## src/rtl/trap_ctrl_pkg.sv

```systemverilog
// trap_ctrl_pkg -- shared definitions for the machine-mode trap controller.
//
// Contents:
//   XLEN_DEFAULT        default data/PC width
//   state_e             controller FSM states (IDLE, TRAP_WR, MRET_WR, REDIRECT)
//   MSTATUS_* indices   MIE=3, MPIE=7, MPP=12:11
//   IRQ_CODE_*          interrupt cause codes (software 3, timer 7, external 11)
//   irq_code()          priority pick among enabled pending interrupts
package trap_ctrl_pkg;

    localparam int XLEN_DEFAULT = 32;

    // mstatus bit positions
    localparam int MSTATUS_MIE    = 3;
    localparam int MSTATUS_MPIE   = 7;
    localparam int MSTATUS_MPP_LO = 11;
    localparam int MSTATUS_MPP_HI = 12;

    // Interrupt cause codes; they double as mip/mie bit positions
    localparam int IRQ_CODE_SW  = 3;
    localparam int IRQ_CODE_TMR = 7;
    localparam int IRQ_CODE_EXT = 11;

    typedef enum logic [1:0] {
        IDLE     = 2'd0,
        TRAP_WR  = 2'd1,
        MRET_WR  = 2'd2,
        REDIRECT = 2'd3
    } state_e;

    // pend = {ext, tmr, sw}, already masked by mie. Priority is
    // external > software > timer.
    function automatic logic [3:0] irq_code(input logic [2:0] pend);
        logic [3:0] code;
        if (pend[2]) begin
            code = 4'(IRQ_CODE_EXT);
        end else if (pend[0]) begin
            code = 4'(IRQ_CODE_SW);
        end else begin
            code = 4'(IRQ_CODE_TMR);
        end
        return code;
    endfunction

endpackage

```

## src/rtl/trap_ctrl_if.sv

```systemverilog
// trap_ctrl_if -- fetch redirect handshake between trap_ctrl and fetch.
//
// Signals:
//   redirect_valid_o  trap_ctrl -> fetch, a redirect target is offered
//   redirect_pc_o     trap_ctrl -> fetch, target PC
//   redirect_ready_i  fetch -> trap_ctrl, fetch takes the target
//
// Handshake: the transfer happens on a rising edge where valid and ready
// are both 1. Once valid is raised it stays high, and pc stays stable,
// until that edge; valid never depends on ready.
interface trap_ctrl_if
    import trap_ctrl_pkg::*;
#(
    parameter int XLEN = XLEN_DEFAULT
);
    logic            redirect_valid_o;
    logic            redirect_ready_i;
    logic [XLEN-1:0] redirect_pc_o;

    modport master (
        output redirect_valid_o,
        output redirect_pc_o,
        input  redirect_ready_i
    );

    modport slave (
        input  redirect_valid_o,
        input  redirect_pc_o,
        output redirect_ready_i
    );
endinterface

```

## src/rtl/trap_ctrl_irq_sync.sv

```systemverilog
// irq_sync -- two-flop synchroniser, one chain per bit, for raw interrupt
// lines.
//
// Ports:
//   clk_i  clock
//   rst_i  asynchronous active-low reset, clears both stages
//   d_i    asynchronous input lines
//   q_o    synchronised lines (two cycles of latency)
module irq_sync #(
    parameter int W = 3
) (
    input  logic         clk_i,
    input  logic         rst_i,
    input  logic [W-1:0] d_i,
    output logic [W-1:0] q_o
);
    logic [W-1:0] meta;

    always_ff @(posedge clk_i or negedge rst_i) begin
        if (!rst_i) begin
            meta <= '0;
            q_o  <= '0;
        end else begin
            meta <= d_i;
            q_o  <= meta;
        end
    end
endmodule

```

## src/rtl/trap_ctrl.sv

```systemverilog
// trap_ctrl -- machine-mode trap controller: accepts a synchronous
// exception, an MRET, or a pending interrupt, issues the CSR update bus
// for one cycle, then offers the new fetch target until fetch takes it.
//
// Build option: define TRAP_CTRL_VECTORED_EN to vector interrupts to
// base + 4*code when mtvec mode is 01. Without it every trap uses the base.
//
// Ports:
//   clk_i, rst_i            clock, asynchronous active-low reset
//   exc_valid_i/code/pc/tval synchronous exception request and operands
//   mret_i, cur_pc_i        MRET request, PC saved for an interrupt
//   irq_i                   raw {external, timer, software} lines
//   mstatus_i..mtval_i      current CSR contents
//   ack_o, flush_o          one-cycle pulse when an event is accepted
//   redir (master)          fetch redirect handshake
//   we_exc_o, is_int_o      CSR write strobe and interrupt flag
//   mcause_o..mip_o         CSR update values; mip_o is the live pending view
//   busy_o                  FSM not in IDLE
//   state_o                 FSM state, for observation
module trap_ctrl
    import trap_ctrl_pkg::*;
#(
    parameter int              XLEN     = XLEN_DEFAULT,
    parameter logic [XLEN-1:0] RESET_PC = '0
) (
    input  logic            clk_i,
    input  logic            rst_i,
    input  logic            exc_valid_i,
    input  logic [3:0]      exc_code_i,
    input  logic [XLEN-1:0] exc_pc_i,
    input  logic [XLEN-1:0] exc_tval_i,
    input  logic            mret_i,
    input  logic [XLEN-1:0] cur_pc_i,
    input  logic [2:0]      irq_i,
    input  logic [XLEN-1:0] mstatus_i,
    input  logic [XLEN-1:0] mie_i,
    input  logic [XLEN-1:0] mtvec_i,
    input  logic [XLEN-1:0] mepc_i,
    input  logic [XLEN-1:0] mcause_i,
    input  logic [XLEN-1:0] mtval_i,
    output logic            ack_o,
    output logic            flush_o,
    trap_ctrl_if.master     redir,
    output logic            we_exc_o,
    output logic            is_int_o,
    output logic [XLEN-1:0] mcause_o,
    output logic [XLEN-1:0] mepc_o,
    output logic [XLEN-1:0] mtval_o,
    output logic [XLEN-1:0] mstatus_o,
    output logic [XLEN-1:0] mip_o,
    output logic            busy_o,
    output state_e          state_o
);
    state_e          state, state_nx;
    logic [2:0]      irq_s;
    logic [XLEN-1:0] pend;
    logic            int_pending;
    logic [3:0]      int_code;
    logic            take_exc, take_mret, take_irq;

    // Operands captured at acceptance
    logic            is_int_q;
    logic [3:0]      code_q;
    logic [XLEN-1:0] pc_q;
    logic [XLEN-1:0] tval_q;
    logic [XLEN-1:0] target_q;

    logic [XLEN-1:0] trap_base, trap_target;
    logic [XLEN-1:0] trap_status, mret_status;

    irq_sync #(.W(3)) u_irq_sync (
        .clk_i (clk_i),
        .rst_i (rst_i),
        .d_i   (irq_i),
        .q_o   (irq_s)
    );

    always_comb begin
        mip_o               = '0;
        mip_o[IRQ_CODE_EXT] = irq_s[2];
        mip_o[IRQ_CODE_TMR] = irq_s[1];
        mip_o[IRQ_CODE_SW]  = irq_s[0];
    end

    assign pend        = mip_o & mie_i;
    assign int_pending = mstatus_i[MSTATUS_MIE] & (|pend);
    assign int_code    = irq_code({pend[IRQ_CODE_EXT], pend[IRQ_CODE_TMR], pend[IRQ_CODE_SW]});

    // mstatus after trap entry and after MRET
    always_comb begin
        trap_status                                = mstatus_i;
        trap_status[MSTATUS_MPIE]                  = mstatus_i[MSTATUS_MIE];
        trap_status[MSTATUS_MIE]                   = 1'b0;
        trap_status[MSTATUS_MPP_HI:MSTATUS_MPP_LO] = 2'b11;
        mret_status                                = mstatus_i;
        mret_status[MSTATUS_MIE]                   = mstatus_i[MSTATUS_MPIE];
        mret_status[MSTATUS_MPIE]                  = 1'b1;
        mret_status[MSTATUS_MPP_HI:MSTATUS_MPP_LO] = 2'b11;
    end

    assign trap_base = {mtvec_i[XLEN-1:2], 2'b00};

`ifdef TRAP_CTRL_VECTORED_EN
    assign trap_target = (is_int_q && (mtvec_i[1:0] == 2'b01))
                       ? trap_base + {{(XLEN-6){1'b0}}, code_q, 2'b00}
                       : trap_base;
`else
    // Mode bits have no effect in this build
    logic unused_mtvec_mode;
    assign unused_mtvec_mode = ^mtvec_i[1:0];
    assign trap_target       = trap_base;
`endif

    always_ff @(posedge clk_i or negedge rst_i) begin
        if (!rst_i) begin
            state <= IDLE;
        end else begin
            state <= state_nx;
        end
    end

    always_ff @(posedge clk_i or negedge rst_i) begin
        if (!rst_i) begin
            is_int_q <= 1'b0;
            code_q   <= '0;
            pc_q     <= '0;
            tval_q   <= '0;
            target_q <= RESET_PC;
        end else begin
            if (take_exc) begin
                is_int_q <= 1'b0;
                code_q   <= exc_code_i;
                pc_q     <= exc_pc_i;
                tval_q   <= exc_tval_i;
            end else if (take_irq) begin
                is_int_q <= 1'b1;
                code_q   <= int_code;
                pc_q     <= cur_pc_i;
                tval_q   <= '0;
            end
            // Target is frozen on leaving the write state so it stays stable
            // for the whole redirect handshake.
            if (state == TRAP_WR) begin
                target_q <= trap_target;
            end else if (state == MRET_WR) begin
                target_q <= mepc_i;
            end
        end
    end

    always_comb begin
        state_nx               = state;
        take_exc               = 1'b0;
        take_mret              = 1'b0;
        take_irq               = 1'b0;
        we_exc_o               = 1'b0;
        is_int_o               = 1'b0;
        mepc_o                 = '0;
        mcause_o               = '0;
        mtval_o                = '0;
        mstatus_o              = '0;
        redir.redirect_valid_o = 1'b0;
        unique case (state)
            IDLE: begin
                if (exc_valid_i) begin
                    take_exc = 1'b1;
                    state_nx = TRAP_WR;
                end else if (mret_i) begin
                    take_mret = 1'b1;
                    state_nx  = MRET_WR;
                end else if (int_pending) begin
                    take_irq = 1'b1;
                    state_nx = TRAP_WR;
                end
            end
            TRAP_WR: begin
                we_exc_o  = 1'b1;
                is_int_o  = is_int_q;
                mepc_o    = pc_q;
                mcause_o  = is_int_q ? {1'b1, {(XLEN-5){1'b0}}, code_q}
                                     : {{(XLEN-4){1'b0}}, code_q};
                mtval_o   = tval_q;
                mstatus_o = trap_status;
                state_nx  = REDIRECT;
            end
            MRET_WR: begin
                we_exc_o  = 1'b1;
                mepc_o    = mepc_i;
                mcause_o  = mcause_i;
                mtval_o   = mtval_i;
                mstatus_o = mret_status;
                state_nx  = REDIRECT;
            end
            REDIRECT: begin
                redir.redirect_valid_o = 1'b1;
                if (redir.redirect_ready_i) begin
                    state_nx = IDLE;
                end
            end
            default: state_nx = IDLE;
        endcase
    end

    // The accept decode is combinational in IDLE; gating with reset keeps
    // the pulses low while reset is held even if a request is present.
    assign ack_o               = (take_exc | take_mret | take_irq) & rst_i;
    assign flush_o             = ack_o;
    assign redir.redirect_pc_o = target_q;
    assign busy_o              = (state != IDLE);
    assign state_o             = state;

endmodule

```

## src/flat_wrapper.sv

```systemverilog
// flat-port wrapper written by rule: the top's interface ports become plain ports
module trap_ctrl_flat import trap_ctrl_pkg::*;
#(
    parameter int              XLEN     = XLEN_DEFAULT,
    parameter logic [XLEN-1:0] RESET_PC = '0
)
  (clk_i, rst_i, exc_valid_i, exc_code_i, exc_pc_i, exc_tval_i, mret_i, cur_pc_i, irq_i, mstatus_i, mie_i, mtvec_i, mepc_i, mcause_i, mtval_i, ack_o, flush_o, we_exc_o, is_int_o, mcause_o, mepc_o, mtval_o, mstatus_o, mip_o, busy_o, state_o, redir_redirect_valid_o, redir_redirect_pc_o, redir_redirect_ready_i);
  trap_ctrl_if #(.XLEN(XLEN)) redir_i ();
  input  logic clk_i;
  input  logic rst_i;
  input  logic exc_valid_i;
  input  logic [3:0] exc_code_i;
  input  logic [XLEN-1:0] exc_pc_i;
  input  logic [XLEN-1:0] exc_tval_i;
  input  logic mret_i;
  input  logic [XLEN-1:0] cur_pc_i;
  input  logic [2:0] irq_i;
  input  logic [XLEN-1:0] mstatus_i;
  input  logic [XLEN-1:0] mie_i;
  input  logic [XLEN-1:0] mtvec_i;
  input  logic [XLEN-1:0] mepc_i;
  input  logic [XLEN-1:0] mcause_i;
  input  logic [XLEN-1:0] mtval_i;
  output logic ack_o;
  output logic flush_o;
  output logic we_exc_o;
  output logic is_int_o;
  output logic [XLEN-1:0] mcause_o;
  output logic [XLEN-1:0] mepc_o;
  output logic [XLEN-1:0] mtval_o;
  output logic [XLEN-1:0] mstatus_o;
  output logic [XLEN-1:0] mip_o;
  output logic busy_o;
  output state_e state_o;
  output wire logic [$bits(redir_i.redirect_valid_o)-1:0] redir_redirect_valid_o;
  output wire logic [$bits(redir_i.redirect_pc_o)-1:0] redir_redirect_pc_o;
  input wire logic [$bits(redir_i.redirect_ready_i)-1:0] redir_redirect_ready_i;
  assign redir_redirect_valid_o = redir_i.redirect_valid_o;
  assign redir_redirect_pc_o = redir_i.redirect_pc_o;
  assign redir_i.redirect_ready_i = redir_redirect_ready_i;
  trap_ctrl #(.XLEN(XLEN), .RESET_PC(RESET_PC)) u_core (.clk_i(clk_i), .rst_i(rst_i), .exc_valid_i(exc_valid_i), .exc_code_i(exc_code_i), .exc_pc_i(exc_pc_i), .exc_tval_i(exc_tval_i), .mret_i(mret_i), .cur_pc_i(cur_pc_i), .irq_i(irq_i), .mstatus_i(mstatus_i), .mie_i(mie_i), .mtvec_i(mtvec_i), .mepc_i(mepc_i), .mcause_i(mcause_i), .mtval_i(mtval_i), .ack_o(ack_o), .flush_o(flush_o), .redir(redir_i), .we_exc_o(we_exc_o), .is_int_o(is_int_o), .mcause_o(mcause_o), .mepc_o(mepc_o), .mtval_o(mtval_o), .mstatus_o(mstatus_o), .mip_o(mip_o), .busy_o(busy_o), .state_o(state_o));
endmodule
```

## config.mk

```make
export PLATFORM = sky130hd
export DESIGN_NAME = trap_ctrl_flat
export DESIGN_NICKNAME = d
export VERILOG_FILES = /design/src/rtl/trap_ctrl_pkg.sv /design/src/rtl/trap_ctrl_if.sv /design/src/rtl/trap_ctrl_irq_sync.sv /design/src/rtl/trap_ctrl.sv /design/src/flat_wrapper.sv
export SDC_FILE = /design/constraint.sdc
export NUM_CORES = 1
export LEC_CHECK = 0
export ABC_AREA = 1
export CAP_MARGIN = 20
export CORE_AREA = 8 8 190 192
export DETAILED_ROUTE_END_ITERATION = 8
export DIE_AREA = 0 0 198 200
export GPL_TIMING_DRIVEN = 0
export SYNTH_ARGS = -nofsm -noshare
export SYNTH_HDL_FRONTEND = slang
export SYNTH_SLANG_ARGS = --single-unit
export TNS_END_PERCENT = 10
```

## constraint.sdc

```tcl
create_clock -name clk_i -period 2.4 [get_ports clk_i]
set_input_delay 0.48 -clock clk_i [delete_from_list [all_inputs] [get_ports clk_i]]
set_output_delay 0.48 -clock clk_i [all_outputs]
set_load 0.02 [all_outputs]
```

==> results.txt <==
----------------------------------------------------
[Run status]
  Outcome ... finished, violations left
  Failing checks ... negative setup slack

[STA]
  Number of failing hold endpoints at the final stage ... 0
  Final Skew ... 5.71 ps
  Smallest hold slack ... 48.2 ps
  Tightest Pin Transition ... 769 ps
  Final setup violation count ... 6
  Fin. max-slew vios ... 0
  Fin crit share ... 101%
  Maximum frequency from static timing analysis ... about 410 MHz
  Slack of the critical path ... -22.3 ps
  Unrepaired setup endpoints after global routing ... yes
  Worst relative slew slack ... slightly below 50%
  Minimum clock period ... ~2400 ps

[Placement]
  Worst setup slack before clock tree synthesis ... -1100 ps
  Gpl congestion ... about 0.94
  Number of buffer cells added on primary ports ... between 400 and 500
  Total half-perimeter wirelength after legalization and detailed placement ... between 20000 and 30000 um
  Inst Count DP ... roughly 1900

[Detailed routing]
  Vias after detailed routing ... between 8000 and 9000
  Detail-routed via count per cell ... 4.27
  WL/cell ... between 15 and 20 um
  Final wirelength ... 36500 um
  Router iterations before antenna repair ... 5
  Count of nets left with antenna violations after detail routing ... 0
  DRC marker count from the first detailed-route iteration ... 370
  Remaining design rule violation count ... 0

[Setup path]
  Crit path buffers/inverters ... 3
  Worst EP arrival ... between 1500 and 2000 ps
  R2r setup slk ... about 380 ps
  Max incr delay on CP ... roughly 460 ps
  Endpoint class of the critical path ... output pin
  Crit path cell chain ... ha_4 -> buf_8 -> o21ai_2 -> clkbuf_4 -> nor2_1 -> dlygate4sd2_1
  Required time reported for the critical path endpoint ... roughly 1900 ps
  Max Fanout on Critical Path ... 10
  Path type of the worst setup path ... reg2out
  Highest-delay cell along the critical path ... sky130_fd_sc_hd__dfrtp_2
  Critical path startpoint category ... flip-flop
  Cell family with the largest share of critical-path delay ... buffers and inverters

[Synth]
  Synth Warn # ... 0
  Synth Area in Adders ... less than 1%
  Multiplexer share of the synthesized area ... 0%
  Share of synthesized cell area in and, or, nand and nor gates ... between 30% and 40%
  Portion of the post-synthesis area used by sequential elements ... roughly two fifths
  Avg Cell Area, Syn ... roughly 6.6 um^2
  Main combinational cell family by area after synthesis ... simple AND/OR/NAND/NOR gates
  Fraction of synthesized cell area in xor and xnor cells ... 0%
  Netlist cell types ... 21
  Post-synthesis cell area ... around 6700 um^2
  Area fraction in compound gates after synthesis ... ~10%
  Gate count after technology mapping ... 1010
  Count of state elements after synthesis ... about 110

[Power and ir drop]
  Power spent charging and discharging nets ... 7.78 mW
  Switching share of total power ... slightly below 50%
  Logic pwr share ... a little over two thirds
  Max rail drop VDD ... around 0.5 mV
  Static leakage ... ~6.1 nW
  Cell area power density ... 1260 nW/um^2
  Clock Power Share ... between 9 and 10%
  Internal power of the cells ... slightly above 8 mW
  Overall Power ... between 15 and 20 mW
  Proportion of power drawn by flip-flops and latches ... 20.2%

[Final layout]
  Share of post-route cells with drive strength above 1 ... a little over a fifth
  Cell Count, Final, Fillers Out ... just under 2000
  Area added between synthesis and finish ... 88.8%
  Antenna Cells ... 0
  Fillcell total ... approximately 3500
  Most common library cell in the layout ignoring fill and taps ... sky130_fd_sc_hd__nand2_1
  Core Util, Final ... 38.1%
  Net count of the finished layout ... between 1500 and 2000
  Top library cells by usage in the layout, fill and taps aside ... sky130_fd_sc_hd__nand2_1 (453), sky130_fd_sc_hd__clkdlybuf4s50_1 (304), sky130_fd_sc_hd__dfrtp_1 (107)

[CTS]
  Clock tree from TritonCTS ... yes
  Clk sinks ... 109
  Maximum clock insertion buffer count ... 2
  Clock slew at the register clock pins of the worst setup and hold paths ... 80 ps
  Clock latency on the worst-skew pair ... 360 ps
  Number of hold buffers added after CTS ... 0
  Number of H-tree branching levels ... 3
  Clk Tree Root Cell ... sky130_fd_sc_hd__clkbuf_16
  Number of buffers created by CTS ... 9

[Floorplanning]
  Total Die Area ... 39600 um^2
  Io pins ... 500
  Starting utilization of the core area ... just over 20%
  Floorplan die width ... between 150 and 200 um
  Core Region ... ~33000 um^2
  Site Rows ... 67
  DIE HEIGHT ... approximately 200 um

[Flow run]
  Max Cap Violations ... 0

[GRT]
  Vias in the first global route ... approximately 8500
  Total global-route track usage ... 17.5%
  Overflow after GRT ... 0
  Number of antenna violations at the first check in global routing ... 2
  Pin count of the biggest net entering global routing ... 67
  Wire length of the first global-routing pass ... between 50000 and 60000 um

[Hold path]
  Class of the tightest hold or removal check ... in2async

----------------------------------------------------
## state kept, by name, summed over array words and instances (netlist names)
register	flops
u_core.pc_q	32
u_core.state_o	2
u_core.redir.redirect_pc_o	32
u_core.u_irq_sync.q_o	3
u_core.tval_q	32
u_core.u_irq_sync.meta	3
u_core.code_q	4
u_core.is_int_q	1
## per-layer routing
metal	up-vias	routed length [um]	track usage, %
li1	4048	-	-
met1	3924	14000	19.4
met2	324	18800	32.0
met3	31	3110	5.36
met4	4	562	4.70
met5	-	27	0
## layout make-up
type / instances / area, um^2 / share of cell area [%]
sequential: 109 / 2730 / 21.6
timing repair buffer: 453 / 4460 / 35.4
buffer: 100 / 803 / 6.37
clock buffer: 11 / 243 / 1.92
multi-input combinational: 761 / 3520 / 27.9
inverter: 66 / 256 / 2.03
clock inverter: 3 / 46.3 / 0.367
tap: 448 / 561 / 4.44
## metrics by stage
step	cell area, um^2	setup TNS (ps)
after detailed placement	11800	-117570
after CTS	12200	-1980
after floorplan	6790	-2990
final	12600	-67.6
after global placement	11700	-546110
after global routing	12600	-3520
## final timing paths
path                                                         endpoint  depth (start not counted)                           startpoint
setup / recovery                                        mstatus_o[20]                          6        u_core.state_o[0]$_DFFE_PN0P_
hold / removal             u_core.redir.redirect_pc_o[19]$_DFFE_PN0P_                          1                                rst_i
setup reg to reg                           u_core.pc_q[1]$_DFFE_PN0P_                          9        u_core.state_o[0]$_DFFE_PN0P_
hold reg to reg                    u_core.u_irq_sync.q_o[0]$_DFF_PN0_                          0  u_core.u_irq_sync.meta[0]$_DFF_PN0_
max in group asynchronous                u_core.tval_q[1]$_DFFE_PN0P_                          2                                rst_i
min in group clk_i                 u_core.u_irq_sync.q_o[0]$_DFF_PN0_                          0  u_core.u_irq_sync.meta[0]$_DFF_PN0_
## Yosys cell counts, drive strengths merged
library cell | instances | share of area [%]
nor2 | 61 | 3.4
clkbuf | 37 | 2.1
conb | 1 | 0.056
ha | 5 | 0.94
nand3 | 75 | 6.4
a21oi | 70 | 5.2
nor3 | 1 | 0.24
o21ai | 63 | 4.7
inv | 66 | 3.7
dfrtp | 109 | 41
or2 | 2 | 0.19
nand2 | 455 | 26
buf | 65 | 6.5
## power by group through the flow
| stage | Clock, mW | Sequential [mW] | Combinational (mW) |
|---|---|---|---|
| floorplan | 0 | 3.47 | 4.90 |
| global placement | 0 | 3.19 | 9.90 |
| detailed placement | 0 | 3.22 | 9.97 |
| CTS | 1.63 | 3.20 | 10.5 |
| global route | 1.68 | 3.31 | 12.1 |
| finish | 1.58 | 3.21 | 11.2 |
## cells by family (layout without fill, tap and decap cells)
| family | after synthesis | in the layout |
|---|---|---|
| AO/OA/AOI/OAI | 133 | 133 |
| adder cells (fa/ha/maj) | 5 | 5 |
| buffers and inverters | 168 | 633 |
| flip-flops | 109 | 109 |
| other | 1 | 29 |
| AND/OR/NAND/NOR | 594 | 594 |
## what timing repair did
action                     4_1_cts  5_1_grt
pin swaps                        4        5
setup buffers                   11        3
gates resized for setup        604      163
cloned                           1        0
setup endpoints to repair      153      122
Note: power is estimated with default switching activity, not from simulation.
